### src/rtl/fft_frame_sched.sv
// Frame sequencer for the streaming FFT path: receive -> compute -> transmit,
// with single-owner sample memory arbitration, length check and per-phase watchdog.
module fft_frame_sched #(
    parameter int C_FFT_SIZE_LOG2 = 10,
    parameter int TIMEOUT_WDT     = 16,
    parameter int FRAME_CNT_WDT   = 16
) (
    input  logic                     clk,
    input  logic                     rst,
    input  logic                     enable,
    input  logic [TIMEOUT_WDT-1:0]   timeout_lim,
    input  logic                     s_axis_if_busy,
    input  logic                     push,
    input  logic                     rx_done,
    output logic                     comp_busy,
    output logic                     m_axis_if_busy,
    output logic                     fft_start,
    input  logic                     fft_done,
    output logic                     tx_start,
    input  logic                     tx_done,
    output logic [1:0]               mem_owner,
    output logic [FRAME_CNT_WDT-1:0] frame_cnt,
    output logic                     err_len,
    output logic                     err_timeout,
    input  logic                     err_clr,
    output logic [2:0]               sched_state
);

    localparam int PCW = C_FFT_SIZE_LOG2 + 1;
    localparam logic [PCW-1:0] FRAME_LEN = {1'b1, {C_FFT_SIZE_LOG2{1'b0}}};
    localparam logic [PCW-1:0] PUSH_MAX  = '1;

    typedef enum logic [2:0] {
        S_IDLE   = 3'd0,
        S_RX     = 3'd1,
        S_CSTART = 3'd2,
        S_COMP   = 3'd3,
        S_TSTART = 3'd4,
        S_TX     = 3'd5
    } state_t;

    typedef enum logic [1:0] {
        OWN_NONE = 2'd0,
        OWN_RX   = 2'd1,
        OWN_FFT  = 2'd2,
        OWN_TX   = 2'd3
    } owner_t;

    state_t                   state_q, state_d;
    logic [PCW-1:0]           push_cnt_q, push_cnt_d;
    logic [TIMEOUT_WDT-1:0]   wdt_q, wdt_d;
    logic [FRAME_CNT_WDT-1:0] frame_cnt_q, frame_cnt_d;
    logic                     err_len_q, err_len_d;
    logic                     err_to_q, err_to_d;
    logic                     comp_busy_q, comp_busy_d;
    logic                     m_busy_q, m_busy_d;
    logic                     fft_start_q, fft_start_d;
    logic                     tx_start_q, tx_start_d;
    owner_t                   owner_q, owner_d;

    logic [PCW-1:0] push_total;
    logic           wdt_expire;
    logic           set_len;
    logic           set_to;

    always_comb begin
        // NOTE: every signal gets a default before the case so no path leaves it unassigned (no latches).
        state_d     = state_q;
        push_cnt_d  = push_cnt_q;
        wdt_d       = wdt_q;
        frame_cnt_d = frame_cnt_q;
        set_len     = 1'b0;
        set_to      = 1'b0;
        comp_busy_d = 1'b1;
        m_busy_d    = 1'b0;
        fft_start_d = 1'b0;
        tx_start_d  = 1'b0;
        owner_d     = OWN_NONE;

        // A push coinciding with rx_done is part of the frame being closed.
        push_total = (push && (push_cnt_q != PUSH_MAX)) ? push_cnt_q + PCW'(1) : push_cnt_q;
        wdt_expire = (timeout_lim != '0) && (wdt_q == timeout_lim - TIMEOUT_WDT'(1));

        case (state_q)
            S_IDLE: begin
                if (enable && s_axis_if_busy) state_d = S_RX;
            end
            S_RX: begin
                push_cnt_d = push_total;
                if (rx_done) begin
                    if (push_total == FRAME_LEN) begin
                        state_d = S_CSTART;
                    end else begin
                        set_len = 1'b1;
                        state_d = S_IDLE;
                    end
                end else if (wdt_expire) begin
                    set_to  = 1'b1;
                    state_d = S_IDLE;
                end
            end
            S_CSTART: state_d = S_COMP;
            S_COMP: begin
                if (fft_done) begin
                    state_d = S_TSTART;
                end else if (wdt_expire) begin
                    set_to  = 1'b1;
                    state_d = S_IDLE;
                end
            end
            S_TSTART: state_d = S_TX;
            S_TX: begin
                if (tx_done) begin
                    frame_cnt_d = frame_cnt_q + FRAME_CNT_WDT'(1);
                    state_d     = S_IDLE;
                end else if (wdt_expire) begin
                    set_to  = 1'b1;
                    state_d = S_IDLE;
                end
            end
            default: state_d = S_IDLE;
        endcase

        if (state_d != state_q) begin
            wdt_d = '0;
        end else if (state_q == S_RX || state_q == S_COMP || state_q == S_TX) begin
            wdt_d = wdt_q + TIMEOUT_WDT'(1);
        end
        if (state_d != S_RX) push_cnt_d = '0;

        // A fresh error event outranks a simultaneous clear.
        err_len_d = set_len | (err_len_q & ~err_clr);
        err_to_d  = set_to  | (err_to_q  & ~err_clr);

        // Outputs are decoded from the next state so they register alongside it.
        case (state_d)
            S_IDLE:   comp_busy_d = ~enable;
            S_RX: begin
                comp_busy_d = 1'b0;
                owner_d     = OWN_RX;
            end
            S_CSTART: begin
                fft_start_d = 1'b1;
                owner_d     = OWN_FFT;
            end
            S_COMP:   owner_d = OWN_FFT;
            S_TSTART: begin
                tx_start_d  = 1'b1;
                owner_d     = OWN_TX;
                m_busy_d    = 1'b1;
                comp_busy_d = 1'b0;
            end
            S_TX: begin
                owner_d     = OWN_TX;
                m_busy_d    = 1'b1;
                comp_busy_d = 1'b0;
            end
            default: comp_busy_d = 1'b1;
        endcase
    end

    always_ff @(posedge clk) begin
        // NOTE: sequential state uses non-blocking assignments so all registers update together.
        if (rst) begin
            state_q     <= S_IDLE;
            push_cnt_q  <= '0;
            wdt_q       <= '0;
            frame_cnt_q <= '0;
            err_len_q   <= 1'b0;
            err_to_q    <= 1'b0;
            comp_busy_q <= 1'b1;
            m_busy_q    <= 1'b0;
            fft_start_q <= 1'b0;
            tx_start_q  <= 1'b0;
            owner_q     <= OWN_NONE;
        end else begin
            state_q     <= state_d;
            push_cnt_q  <= push_cnt_d;
            wdt_q       <= wdt_d;
            frame_cnt_q <= frame_cnt_d;
            err_len_q   <= err_len_d;
            err_to_q    <= err_to_d;
            comp_busy_q <= comp_busy_d;
            m_busy_q    <= m_busy_d;
            fft_start_q <= fft_start_d;
            tx_start_q  <= tx_start_d;
            owner_q     <= owner_d;
        end
    end

    assign comp_busy      = comp_busy_q;
    assign m_axis_if_busy = m_busy_q;
    assign fft_start      = fft_start_q;
    assign tx_start       = tx_start_q;
    assign mem_owner      = owner_q;
    assign frame_cnt      = frame_cnt_q;
    assign err_len        = err_len_q;
    assign err_timeout    = err_to_q;
    assign sched_state    = state_q;

endmodule

### config.mk
export PLATFORM = sky130hd
export DESIGN_NAME = fft_frame_sched
export DESIGN_NICKNAME = d
export VERILOG_FILES = /design/src/rtl/fft_frame_sched.sv
export SDC_FILE = /design/constraint.sdc
export NUM_CORES = 1
export LEC_CHECK = 0
export CORE_MARGIN = 2
export CORE_UTILIZATION = 58
export DETAILED_ROUTE_END_ITERATION = 10
export GPL_TIMING_DRIVEN = 0
export PLACE_DENSITY = 0.86
export SYNTH_ARGS = -nofsm -noshare
export SYNTH_HDL_FRONTEND = slang
export SYNTH_SLANG_ARGS = --single-unit
### constraint.sdc
create_clock -name clk -period 3.7 [get_ports clk]
set_input_delay 0.37 -clock clk [delete_from_list [all_inputs] [get_ports clk]]
set_output_delay 0.37 -clock clk [all_outputs]
set_load 0.02 [all_outputs]
[Yosys cells after proc, flatten, opt, wreduce, memory -nomap -nowiden]
Cells that the tools add are included.
Storage, ports and cells
  ROM bits: 0
  bits in latches: 0
  memory bits (writable): 0
  memories kept: 0
  register bits: 54
Cells by class
  shift operators: 0
  reduce and logical (&&, ||, !) cells: 14
  muxes and demuxes: 21
  $add $sub $neg: 4
  bitwise gates (word level): 6
  equality and inequality tests: 15
  multiply operators: 0
  magnitude comparators: 0
  divide/modulo/power cells: 0
Operators by type and width (count)
  $add 16x1->16 const B: 2
  $pmux 3 s6: 1
  $eq 16x16->1: 1
  $reduce_bool 16->1: 1
  $sub 16x1->16 const B: 1
  $mux 3: 5
  $eq 3x2->1 const B: 4
  $eq 3x3->1 const B: 4
  $add 11x1->11 const B: 1
  $eq 11x11->1 const B: 1
  $mux 11: 1
  $ne 11x11->1 const B: 1
  $mux 1: 10
  $reduce_or 2->1: 4
  $eq 3x1->1 const B: 2
  $logic_not 3->1: 2
  $pmux 2 s3: 1
  $logic_and 1x1->1: 3
  $ne 3x1->1 const B: 1
  $ne 3x3->1: 1
  $pmux 1 s3: 1
  $reduce_or 3->1: 1
  $and 1x1->1: 2
  $logic_or 1x1->1: 2
  other kinds (5): 7

[Longest topological paths before layout]
  word-level depth: 10
  depth in mapped cells: 12

[Least setup slack after synthesis]
Ideal clock, no wire load.
  kind: input to register
  start: input timeout_lim[0]
  end: register wdt_q[10]
  arrival time: 2246 ps
  stages: 11
  path slack: 1338 ps
  library setup time: 115 ps
  cell sequence: inv_1 ha_1 nor2b_1 o311ai_0 nand4_1 nor3_1 and3_4 nor4_4 o22ai_4 buf_6 nor2_2
Between the ends
  cells in the longest elaborated chain, start to end: 8
RTL lines
  start: declaration: line 11  | input logic [TIMEOUT_WDT-1:0] timeout_lim,
  $sub 16x1->16: line 82  | wdt_expire = (timeout_lim != '0) && (wdt_q == timeout_lim - TIMEOUT_WDT'(1));
  $eq 16x16->1: line 82
  $logic_and 1x1->1 (*): line 82
  $mux 3 (*): line 97, 106, 116
  $mux 3, on equally long branches: line 113, 104, 90
  $pmux 3 s6 (*): line 84  | case (state_q)
  $ne 3x3->1 (*): line 124  | if (state_d != state_q) begin
  $reduce_or 2->1 (no line) (*)
  end signal: assignment: line 179  | wdt_q <= wdt_d;
  end: declaration: line 51  | logic [TIMEOUT_WDT-1:0] wdt_q, wdt_d;
Every way passes the cells marked *; elsewhere a longest branch is shown, timed or not.
A chain may end at the register's enable or synchronous reset.

[Worst setup path after layout]
Ends and elaborated chain as after synthesis.

==> results.sh <==
export IMPL_outcome="finished, final reports clean"
export IMPL_vias=2978
export IMPL_reg2reg_from="push_cnt_q[0]"
export IMPL_multi_input_area_um2=2098
export IMPL_synthAdderAreaFrac=0.01886
export IMPL_cts_resized_gates=0
export IMPL_post_cts_buffers=0
export IMPL_ff2ff_path_depth=9
export IMPL_endpoint_kind="register"
export IMPL_yosys_area_share_simple=0.3436
export IMPL_p_comb_frac=0.122
export IMPL_fin_crit_sh=0.8269
export IMPL_tns_ps=0
export IMPL_n_fill_cell=436
export IMPL_report_final_slew_viol_count=0
export IMPL_relSlewSlack=0.4997
export IMPL_crit_required_ps=3900
export IMPL_ys_types=58
export IMPL_fmax_mhz=326.9
export IMPL_avgSynthCellArea_um2=8.549
export IMPL_num_rows=27
export IMPL_p_int_uw=797.8
export IMPL_seq_power_share=0.552
export IMPL_cts_tree="built"
export IMPL_grt_pass1_vias=2824
export IMPL_grt_pass1_wl_um=12340
export IMPL_min_path_cells=2
export IMPL_synthFlopType="dfxtp_1"
export IMPL_dieHeight_um=79.63
export IMPL_placed_cells=510
export IMPL_layout_drive_gt1_share=0.1166
export IMPL_synth_warnings=0
export IMPL_synth_seq_cells=54
export IMPL_max_cap_violations=0
export IMPL_worstHoldEndpoint="frame_cnt[15]"
export IMPL_rsz0062_at_grt="no"
export IMPL_area_delta_synth_final_pct=20.78
export IMPL_clk_root_buffer_cell="clkbuf_8"
export IMPL_gr_usage_met3=0.03281
export IMPL_n_antenna_cell=0
export IMPL_syn_nets=418
export IMPL_min_path_type="reg2reg"
export IMPL_drc=0
export IMPL_grt_overflow=0
export IMPL_synth_xor_area_frac=0.1505
export IMPL_synth_area_um2=3317
export IMPL_h_tree_depth=2
export IMPL_grt_usage=0.2415
export IMPL_synth_compound_area_frac=0.1071
export IMPL_ant_nets=0
export IMPL_period_minus_slack_ps=3059
export IMPL_worstPathArrival_ps=3260
export IMPL_cts_sink_count=54
export IMPL_power_frac_clock=0.326
export IMPL_peakVddDrop_mv=0.2454
export IMPL_skew_ps=8.107
export IMPL_p_sw_uw=264.7
export IMPL_synth_enable_flop_cells=0
export IMPL_crit_reg2reg_capture="push_cnt_q[10]"
export IMPL_finish_utilization=0.7276
export IMPL_seq_area_um2=1081
export IMPL_busiest_layer="met2"
export IMPL_met2_usage=0.4311
export IMPL_initial_core_util=0.6024
export IMPL_yosysSeqAreaShare=0.3259
export IMPL_io_pins=52
export IMPL_grt_use_met1=0.2893
export IMPL_dp_hpwl_um=5593
export IMPL_setup_viol_count_final=0
export IMPL_worstPathMaxFanout=10
export IMPL_wl_per_cell_um=14.36
export IMPL_nets=475
export IMPL_clock_path_buffers=2
export IMPL_vias_per_cell=5.749
export IMPL_drtPass1Iterations=4
export IMPL_grt_max_degree=18
export IMPL_synthArstFlopShare=0
export IMPL_stdcell_count=518
export IMPL_hold_viol=0
export IMPL_p_per_area_nw_per_um2=265.2
export IMPL_netSwitchingFraction=0.2491
export IMPL_hold_buffers=0
export IMPL_rrSetupSlack_ps=960
export IMPL_clkLatencyLatePin_ps=310
export IMPL_cts_buffers_inserted=5
export IMPL_antenna_found_initial=0
export IMPL_gp_congestion=0.9308
export IMPL_crit_type="in2reg"
export IMPL_worst_pin_slew_ps=742.6
export IMPL_core_area_um2=5507
export IMPL_muxShareOfSynthArea=0.01245
export IMPL_p_leak_nw=1.414
export IMPL_synth_top_family_by_area="simple AND/OR/NAND/NOR gates"
export IMPL_hp_start="frame_cnt[15]"
export IMPL_critPathLaunchType="input pin"
export IMPL_drt_wl_total_um=7436
export IMPL_drt_iter0_drc=101
export IMPL_clkTransAtPathRegs_ps=90
export IMPL_dieWidth_um=79.63
export IMPL_synthCells=388
export IMPL_portBuffers=50
export IMPL_dieArea_um2=6340
-- metrics by stage --
stage                     worst slack (ps)  hold WS (ps)  area, µm²  power [mW]
after floorplan                       1338         504.7       3317      0.6729
after global placement               375.9         495.4       3908      0.7252
after detailed placement             363.1         506.3       3908      0.7282
after CTS                            664.7         538.5       4006       1.077
after global routing                 515.9         557.5       4006       1.107
final                                640.6         529.2       4006       1.062
-- cell type report --
type / count / area share
inverters: 7 / 0.006558
clock inverters: 2 / 0.004060
well taps: 72 / 0.02249
clock buffers: 6 / 0.02061
flip-flops and latches: 54 / 0.2698
multi-input cells: 306 / 0.5237
repair buffers: 50 / 0.1249
plain buffers: 21 / 0.02780
-- how the worst max path moves through the flow --
stage               slack (ps)       endpoint            from
finish                     640      wdt_q[10]  timeout_lim[0]
global route               520  push_cnt_q[6]  timeout_lim[0]
CTS                        660      wdt_q[10]  timeout_lim[0]
detailed placement         360      wdt_q[14]  timeout_lim[0]
global placement           380      wdt_q[13]  timeout_lim[0]
floorplan                 1340      wdt_q[10]  timeout_lim[0]
-- registers in the layout, indices dropped and copies added (netlist names), 2 cells and up --
signal,count
push_cnt_q,11
wdt_q,16
mem_owner,2
frame_cnt,16
sched_state,3
-- synthesized netlist by cell type, types with 2 or more instances --
| cell | instances | area [µm²] |
|---|---|---|
| buf_6 | 3 | 33.78 |
| and3_1 | 11 | 68.82 |
| and2_1 | 4 | 25.02 |
| nand2b_1 | 8 | 50.05 |
| nor4_4 | 2 | 42.54 |
| inv_1 | 7 | 26.28 |
| a21oi_2 | 2 | 17.52 |
| o21ai_1 | 3 | 15.01 |
| dfxtp_1 | 54 | 1081 |
| mux2i_1 | 3 | 30.03 |
| a21oi_1 | 7 | 35.03 |
| nand2_1 | 24 | 90.09 |
| buf_2 | 5 | 25.02 |
| nor3_2 | 11 | 110.1 |
| a31oi_1 | 7 | 43.79 |
| clkbuf_1 | 12 | 45.04 |
| xor2_1 | 38 | 332.8 |
| and4_1 | 6 | 52.55 |
| o21ai_0 | 10 | 50.05 |
| nor3b_1 | 3 | 22.52 |
| ha_1 | 5 | 62.56 |
| a41oi_1 | 2 | 17.52 |
| nor3_1 | 8 | 40.04 |
| nor2_1 | 42 | 157.7 |
| nand4_1 | 13 | 81.33 |
| xnor2_1 | 19 | 166.4 |
| nor4_1 | 4 | 25.02 |
| nor2b_1 | 11 | 68.82 |
| nor2_2 | 10 | 62.56 |
| a211oi_1 | 5 | 37.54 |
| nand3_1 | 22 | 110.1 |
-- layout by cell type, fill, tap and decap left out, drive strengths merged, types with 5 or more instances in the layout --
master         netlist  final
dfxtp               54     54
nor2                52     52
clkdlybuf4s50        0     50
xor2                38     38
nand2               24     24
nand3               22     22
nor3                20     20
xnor2               19     19
clkbuf              12     18
nand4               13     13
o21ai               13     13
and3                12     12
nor2b               11     11
a21oi                9      9
buf                  9      9
nand2b               8      8
inv                  7      8
a31oi                7      7
nor4                 7      7
and4                 6      6
a211oi               5      5
ha                   5      5
and2                 5      5
-- layer usage --
layer	vias up	share of wire
met3	16	0.040
met5	-	0
met1	1400	0.43
met2	80	0.50
met4	0	0.024
li1	1482	-
-- power groups by stage --
stage	combinational (mW)	sequential (mW)	clock [mW]
after floorplan	0.0703	0.603	0
after global placement	0.125	0.600	0
after detailed placement	0.128	0.600	0
after CTS	0.129	0.586	0.361
after global routing	0.141	0.587	0.379
final	0.130	0.586	0.347
-- critical path, cell delays in order --
cell and delay, ps:
clkdlybuf4s50_1 550, inv_1 90, ha_1 290, nor2b_1 160, o311ai_0 330, nand4_1 140
nor3_1 360, and3_4 320, nor4_4 60, o22ai_4 300, buf_6 220, nor2_2 60
-- cell families after synthesis --
group                      after synthesis
and+or+nand+nor                        190
xor gates and xnor gates                57
DFF                                     54
AOI/OAI and AO/OA                       50
buffers and inverters                   28
adders and majority gates                5
muxes                                    4
(Power assumes the default switching activity.)
